--- src/rtl/multicycle_ctrl.sv ---
// Main control FSM of the multicycle CPU: fetch/decode/execute/writeback sequencing.
// Define COND_EXEC_EN to enable condition evaluation against an internal NZCV flags register.
module multicycle_ctrl (
    input  logic       clk,
    input  logic       reset,
    input  logic [3:0] Cond,
    input  logic [1:0] Op,
    input  logic [5:0] Funct,
    input  logic [3:0] ALUFlags,
    input  logic       mem_ready,
    output logic       PCWrite,
    output logic       IRWrite,
    output logic       RegWrite,
    output logic       MemWrite,
    output logic       AdrSrc,
    output logic       ALUSrcA,
    output logic [1:0] ALUSrcB,
    output logic [1:0] ResultSrc,
    output logic [1:0] ALUControl,
    output logic [1:0] ImmSrc,
    output logic [1:0] RegSrc,
    output logic       illegal_op,
    output logic [3:0] state
);

    localparam logic [3:0] S_FETCH  = 4'd0;
    localparam logic [3:0] S_DECODE = 4'd1;
    localparam logic [3:0] S_MEMADR = 4'd2;
    localparam logic [3:0] S_MEMRD  = 4'd3;
    localparam logic [3:0] S_MEMWB  = 4'd4;
    localparam logic [3:0] S_MEMWR  = 4'd5;
    localparam logic [3:0] S_EXECR  = 4'd6;
    localparam logic [3:0] S_EXECI  = 4'd7;
    localparam logic [3:0] S_ALUWB  = 4'd8;
    localparam logic [3:0] S_BRANCH = 4'd9;

    logic [3:0] state_q, state_d;
    logic       cond_ex;

    function automatic logic [1:0] alu_dec(input logic [3:0] cmd);
        case (cmd)
            4'b0100: alu_dec = 2'b00;
            4'b0010: alu_dec = 2'b01;
            4'b0000: alu_dec = 2'b10;
            4'b1100: alu_dec = 2'b11;
            default: alu_dec = 2'b00;
        endcase
    endfunction

`ifdef COND_EXEC_EN
    logic [3:0] flags_q, flags_d;
    logic       n_f, z_f, c_f, v_f;

    assign {n_f, z_f, c_f, v_f} = flags_q;

    always_comb begin
        case (Cond)
            4'b0000: cond_ex = z_f;
            4'b0001: cond_ex = !z_f;
            4'b0010: cond_ex = c_f;
            4'b0011: cond_ex = !c_f;
            4'b0100: cond_ex = n_f;
            4'b0101: cond_ex = !n_f;
            4'b0110: cond_ex = v_f;
            4'b0111: cond_ex = !v_f;
            4'b1000: cond_ex = c_f && !z_f;
            4'b1001: cond_ex = !c_f || z_f;
            4'b1010: cond_ex = (n_f == v_f);
            4'b1011: cond_ex = (n_f != v_f);
            4'b1100: cond_ex = !z_f && (n_f == v_f);
            4'b1101: cond_ex = z_f || (n_f != v_f);
            4'b1110: cond_ex = 1'b1;
            default: cond_ex = 1'b0;
        endcase
    end

    // Flags load at the end of an S-bit execute; the next DECODE is at least two edges later.
    always_comb begin
        flags_d = flags_q;
        if ((state_q == S_EXECR || state_q == S_EXECI) && Funct[0]) begin
            flags_d = ALUFlags;
        end
    end

    always_ff @(posedge clk) begin
        if (reset) flags_q <= 4'b0000;
        else       flags_q <= flags_d;
    end
`else
    logic unused_cond_inputs;
    assign unused_cond_inputs = ^{Cond, ALUFlags};
    assign cond_ex = 1'b1;
`endif

    always_ff @(posedge clk) begin
        if (reset) state_q <= S_FETCH;
        else       state_q <= state_d;
    end

    always_comb begin
        state_d = state_q;
        case (state_q)
            S_FETCH:  if (mem_ready) state_d = S_DECODE;
            S_DECODE: begin
                if (!cond_ex || Op == 2'b11) state_d = S_FETCH;
                else if (Op == 2'b00)        state_d = Funct[5] ? S_EXECI : S_EXECR;
                else if (Op == 2'b01)        state_d = S_MEMADR;
                else                         state_d = S_BRANCH;
            end
            S_MEMADR: state_d = Funct[0] ? S_MEMRD : S_MEMWR;
            S_MEMRD:  if (mem_ready) state_d = S_MEMWB;
            S_MEMWR:  if (mem_ready) state_d = S_FETCH;
            S_EXECR,
            S_EXECI:  state_d = S_ALUWB;
            default:  state_d = S_FETCH;
        endcase
    end

    always_comb begin
        PCWrite    = 1'b0;
        IRWrite    = 1'b0;
        RegWrite   = 1'b0;
        MemWrite   = 1'b0;
        AdrSrc     = 1'b0;
        ALUSrcA    = 1'b0;
        ALUSrcB    = 2'b00;
        ResultSrc  = 2'b00;
        ALUControl = 2'b00;
        illegal_op = 1'b0;
        case (state_q)
            S_FETCH: begin
                ALUSrcA   = 1'b1;
                ALUSrcB   = 2'b10;
                ResultSrc = 2'b10;
                IRWrite   = mem_ready;
                PCWrite   = mem_ready;
            end
            S_DECODE: begin
                ALUSrcA    = 1'b1;
                ALUSrcB    = 2'b10;
                ResultSrc  = 2'b10;
                illegal_op = (Op == 2'b11);
            end
            S_MEMADR: ALUSrcB = 2'b01;
            S_MEMRD:  AdrSrc = 1'b1;
            S_MEMWR: begin
                AdrSrc   = 1'b1;
                MemWrite = 1'b1;
            end
            S_MEMWB: begin
                ResultSrc = 2'b01;
                RegWrite  = 1'b1;
            end
            S_EXECR:  ALUControl = alu_dec(Funct[4:1]);
            S_EXECI: begin
                ALUSrcB    = 2'b01;
                ALUControl = alu_dec(Funct[4:1]);
            end
            S_ALUWB:  RegWrite = 1'b1;
            S_BRANCH: begin
                ALUSrcB   = 2'b01;
                ResultSrc = 2'b10;
                PCWrite   = 1'b1;
            end
            default: ;
        endcase
        // Write enables must stay quiet during reset even though FETCH follows mem_ready.
        if (reset) begin
            PCWrite    = 1'b0;
            IRWrite    = 1'b0;
            RegWrite   = 1'b0;
            MemWrite   = 1'b0;
            illegal_op = 1'b0;
        end
    end

    always_comb begin
        case (Op)
            2'b01:   ImmSrc = 2'b01;
            2'b10:   ImmSrc = 2'b10;
            default: ImmSrc = 2'b00;
        endcase
    end

    assign RegSrc = {Op == 2'b01, Op == 2'b10};
    assign state  = state_q;

endmodule

--- config.mk ---
export PLATFORM = sky130hd
export DESIGN_NAME = multicycle_ctrl
export DESIGN_NICKNAME = d
export VERILOG_FILES = /design/src/rtl/multicycle_ctrl.sv
export SDC_FILE = /design/constraint.sdc
export NUM_CORES = 1
export LEC_CHECK = 0
export CORE_MARGIN = 3
export CORE_UTILIZATION = 32
export CTS_BUF_LIST = sky130_fd_sc_hd__clkbuf_4 sky130_fd_sc_hd__clkbuf_8 sky130_fd_sc_hd__clkbuf_16
export DETAILED_ROUTE_END_ITERATION = 10
export PLACE_DENSITY = 0.79
export SLEW_MARGIN = 25
export SYNTH_ARGS = -nofsm -noshare
export SYNTH_HDL_FRONTEND = slang
export SYNTH_SLANG_ARGS = --single-unit
--- constraint.sdc ---
create_clock -name clk -period 1.86 [get_ports clk]
set_input_delay 0.372 -clock clk [delete_from_list [all_inputs] [get_ports clk]]
set_output_delay 0.372 -clock clk [all_outputs]
set_load 0.1 [all_outputs]
==> impl_metrics.json, run 1 <==
{
  "mappedNetlistNets": 88,
  "cts-htree-levels": 1,
  "cts_root_buf": "sky130_fd_sc_hd__clkbuf_4",
  "synthMostInstantiatedCell": "sky130_fd_sc_hd__nor3_1",
  "yosys-top-cells-area": "sky130_fd_sc_hd__dfxtp_1, sky130_fd_sc_hd__nor2b_1, sky130_fd_sc_hd__nor3_1",
  "die_h_um": 45.30,
  "first-error": "[ERROR DPL-0033] detailed placement checks failed during check placement.",
  "die-width_um": 45.30,
  "ys_seq_area_share_pct": 16.20,
  "post_cts.resized_instances": 15,
  "finalWeightedCongestion": 0.8297,
  "synth_commonest_cells": "sky130_fd_sc_hd__nor3_1, sky130_fd_sc_hd__nor2_1, sky130_fd_sc_hd__nor2b_1",
  "core.rowCount": 13,
  "result_of_the_run": "did not finish",
  "max-clock-path-buffers": 2,
  "yosys_warn_count": 0,
  "ys.flop_type": "sky130_fd_sc_hd__dfxtp_1",
  "dp_hpwl_mm": 1.922,
  "cts-buffers-inserted": 3,
  "setup_fix_bufs_post_cts": 2,
  "ctsHoldBuffers": 0,
  "placed_area_mm2": 0.001301,
  "synthDominantCellAreaShare_pct": 16.20,
  "synth_enable_flop_cells": 0,
  "cts_num_sinks": 4,
  "ys_async_sr_fraction_pct": 0,
  "initial_utilization_pct": 36.17,
  "synthesis.area_um2": 494.2,
  "synth_area_per_cell_um2": 7.163,
  "last-stage-reached": "clock tree synthesis (4_1_cts)",
  "syn-instance-count": 69,
  "synth.ff_latch_count": 4,
  "port_buffers": 31,
  "post-synth-top-area-cell": "sky130_fd_sc_hd__dfxtp_1",
  "boundaryPins": 40,
  "synth_cell_types": 31
}
per-stage QoR:
stage	instances	setup WS, ns	setup TNS, ns	utilization, %	hold WS [ns]
3_5_place_dp	122	-0.2044	-0.9940	95.24	0.5834
3_3_place_gp	122	-0.1662	-0.5267	95.24	0.5645
2_1_floorplan	69	-0.5393	-3.394	-	0.4760
logic make-up after synthesis:
kind of cell | count (synthesis) | share of synthesized area [%]
buffers and inverters | 11 | 11.64
AND/OR/NAND/NOR | 37 | 43.55
flip-flops | 4 | 16.20
AO/OA/AOI/OAI | 13 | 20.00
XOR/XNOR | 4 | 8.609
==> run 2: changes to the inputs <==
==> config.mk (replaced) <==
export PLATFORM = sky130hd
export DESIGN_NAME = multicycle_ctrl
export DESIGN_NICKNAME = d
export VERILOG_FILES = /design/src/rtl/multicycle_ctrl.sv
export SDC_FILE = /design/constraint.sdc
export NUM_CORES = 1
export LEC_CHECK = 0
export CORE_AREA = 3 3 64 66
export DETAILED_ROUTE_END_ITERATION = 10
export DIE_AREA = 0 0 67 69
export PLACE_DENSITY_LB_ADDON = 0.15
export SLEW_MARGIN = 25
export SYNTH_ARGS = -nofsm -noshare
export SYNTH_HDL_FRONTEND = slang
export SYNTH_SLANG_ARGS = --single-unit
==> run 2 against run 1 <==
Compared with the run above:
- the flow now finishes, with violations (negative setup slack)
- area after synthesis is the same
- synthesized cell count did not move
==> impl_metrics.json, run 2 <==
{
  "totalNegativeSetupSlack_ns": -0.04755,
  "ctsHoldBuffers": 0,
  "first_iter_violations": 9,
  "synth_area_per_cell_um2": 7.163,
  "detail_route.drc_violations": 0,
  "failed_checks": "negative setup slack",
  "multi_input_comb_area_um2": 559.3,
  "port_buffers": 31,
  "routed.top_layer": "met3",
  "detail_route.wirelength.met1_um": 806,
  "drive_above_1_share_pct": 66.07,
  "yosys-top-cells-area": "sky130_fd_sc_hd__dfxtp_1, sky130_fd_sc_hd__nor2b_1, sky130_fd_sc_hd__nor3_1",
  "ys_async_sr_fraction_pct": 0,
  "cts_num_sinks": 4,
  "final_area_mm2": 0.001435,
  "wire_length_of_the_first_global_routing_pass_mm": 3.180,
  "power.density_mw_per_mm2": 704.2,
  "grt_antenna_before_repair": 0,
  "synth_cell_types": 31,
  "path_class": "flip-flop to output port",
  "core.rowCount": 22,
  "area.sequential_um2": 95.09,
  "cts_root_buf": "sky130_fd_sc_hd__clkbuf_8",
  "rsz0062_at_grt": "yes",
  "cts-htree-levels": 1,
  "synthDominantCellAreaShare_pct": 16.20,
  "dr_total_vias": 676,
  "gr-usage-all-layers_pct": 8.602,
  "design.die.area_mm2": 0.004623,
  "layout_common_cells": "sky130_fd_sc_hd__buf_12, sky130_fd_sc_hd__buf_4, sky130_fd_sc_hd__dlygate4sd2_1",
  "power.ir.vdd_worst_uv": 413.1,
  "antennaDiodeCount": 0,
  "clock_insertion_delay_worst_skew_ns": 0.21,
  "finalWeightedCongestion": 0.7496,
  "worstSetupStartpointType": "flip-flop",
  "dp.cells": 154,
  "detail_route.vias_per_cell": 4.225,
  "routed_met2_length_um": 920,
  "mostFrequentLayoutCell": "sky130_fd_sc_hd__buf_12",
  "mappedNetlistNets": 88,
  "max_slew_headroom_pct": 75.11,
  "tightest_slew_ns": 0.3639,
  "ys.flop_type": "sky130_fd_sc_hd__dfxtp_1",
  "max-clock-path-buffers": 2,
  "layout.nets": 133,
  "crit_arrival_ns": 1.54,
  "report.power.total_mw": 1.011,
  "cts-buffers-inserted": 3,
  "achievable_clock_frequency_ghz": 0.5242,
  "synthesis.area_um2": 494.2,
  "synth.ff_latch_count": 4,
  "syn-instance-count": 69,
  "crit_fanout": 5,
  "largest_register_ff_count": 4,
  "boundaryPins": 40,
  "cts.reportedPaths.clkPinSlew_ns": 0.03,
  "hp-class": "flip-flop to flip-flop",
  "first_global_vias": 683,
  "initial_utilization_pct": 13.60,
  "coreArea_mm2": 0.003633,
  "critPathRequiredTime_ns": 1.49,
  "placed_area_mm2": 0.001348,
  "setup_violations": 1,
  "result_of_the_run": "complete, but fails checks",
  "detailedRoute.firstPassIterationCount": 4,
  "fin_cells": 160,
  "synth_commonest_cells": "sky130_fd_sc_hd__nor3_1, sky130_fd_sc_hd__nor2_1, sky130_fd_sc_hd__nor2b_1",
  "die_h_um": 69,
  "post_drt_wl_per_cell_um": 11.67,
  "wl_mm": 1.867,
  "drv.max_cap_violation_count": 0,
  "grt_start_max_net_pins": 17,
  "met3_wirelength_um": 139,
  "worst_clock_skew_ns": 0.0006953,
  "leakage_nw": 0.5302,
  "synthMostInstantiatedCell": "sky130_fd_sc_hd__nor3_1",
  "ys_seq_area_share_pct": 16.20,
  "synth_enable_flop_cells": 0,
  "tritoncts_clock_tree": "yes",
  "finalMaxSlewViolations": 0,
  "dp_hpwl_mm": 1.516,
  "yosys_warn_count": 0,
  "hold_violations": 0,
  "worst_setup_path_end_kind": "output port",
  "grt_overflow": 0,
  "ant_nets": 0,
  "fin_crit_sh_pct": 102.6,
  "finalWorstPathRequiredPeriod_ns": 1.908,
  "final.fill_count": 372,
  "synthToLayoutAreaGrowth_pct": 190.4,
  "die-width_um": 67,
  "post-synth-top-area-cell": "sky130_fd_sc_hd__dfxtp_1",
  "post-route-worst-setup-slack_ns": -0.04755
}
## run 2: cell counts after synthesis
No cell type changed its count.
## run 2: repair_timing
action	4_1_cts	5_1_grt
gates resized for setup	10	2
buffers inserted	1	2
endpoints found under the setup margin	5	6
pin swaps	6	3
## run 2: worst paths after layout
path | from | endpoint | cells after the start | slack, ns
hold / removal | state[3]$_SDFFE_PP0P_ | state[3]$_SDFFE_PP0P_ | 2 | 0.58
setup / recovery | state[3]$_SDFFE_PP0P_ | ALUControl[1] | 4 | -0.05
hold reg to reg | state[3]$_SDFFE_PP0P_ | state[3]$_SDFFE_PP0P_ | 2 | 0.58
setup reg to reg | state[2]$_SDFFE_PP0P_ | state[0]$_SDFFE_PP0P_ | 5 | 0.25
## run 2: cell type report
class                   count  share of cell area, %
well taps                  48                  4.185
clock buffers               3                  2.877
repair buffers             49                  46.56
flip-flops and latches      4                  6.626
multi-input cells          54                  38.97
inverters                   2                 0.7847
## run 2: where the power goes
part           switching [mW]  leakage, nW  internal [mW]
clock network          0.0405       0.0216          0.138
registers              0.0406       0.0356         0.0965
logic                   0.421        0.473          0.274
## run 2: per-stage QoR
stage | worst slack (ns) | hold WS (ns) | util (%)
floorplan | -0.5393 | 0.4760 | -
global placement | -0.1702 | 0.4901 | 37.09
detailed placement | -0.1960 | 0.4832 | 37.09
CTS | -0.06994 | 0.5849 | 38.91
global route | -0.09911 | 0.6159 | 39.50
finish | -0.04755 | 0.5820 | 39.50
## run 2: kinds of logic after synthesis
logic type             share of synthesized area, %
buffers and inverters                         11.64
AO/OA/AOI/OAI                                 20.00
flip-flops                                    16.20
XOR/XNOR                                      8.609
AND/OR/NAND/NOR                               43.55
## run 2: worst max-delay path, cell delays in order (launching register included)
cell and delay (ns):
sky130_fd_sc_hd__dfxtp_4 0.35, sky130_fd_sc_hd__nand2b_4 0.14, sky130_fd_sc_hd__or3b_4 0.40, sky130_fd_sc_hd__nor3_4 0.23, sky130_fd_sc_hd__buf_12 0.20
## run 2: metal layers
| layer | track usage, % | up-vias |
|---|---|---|
| met5 | 0 | - |
| met4 | 1.351 | 0 |
| met3 | 3.094 | 0 |
| met2 | 13.76 | 34 |
| met1 | 11.13 | 311 |
| li1 | - | 331 |
Note: power is estimated with default switching activity, not from simulation.
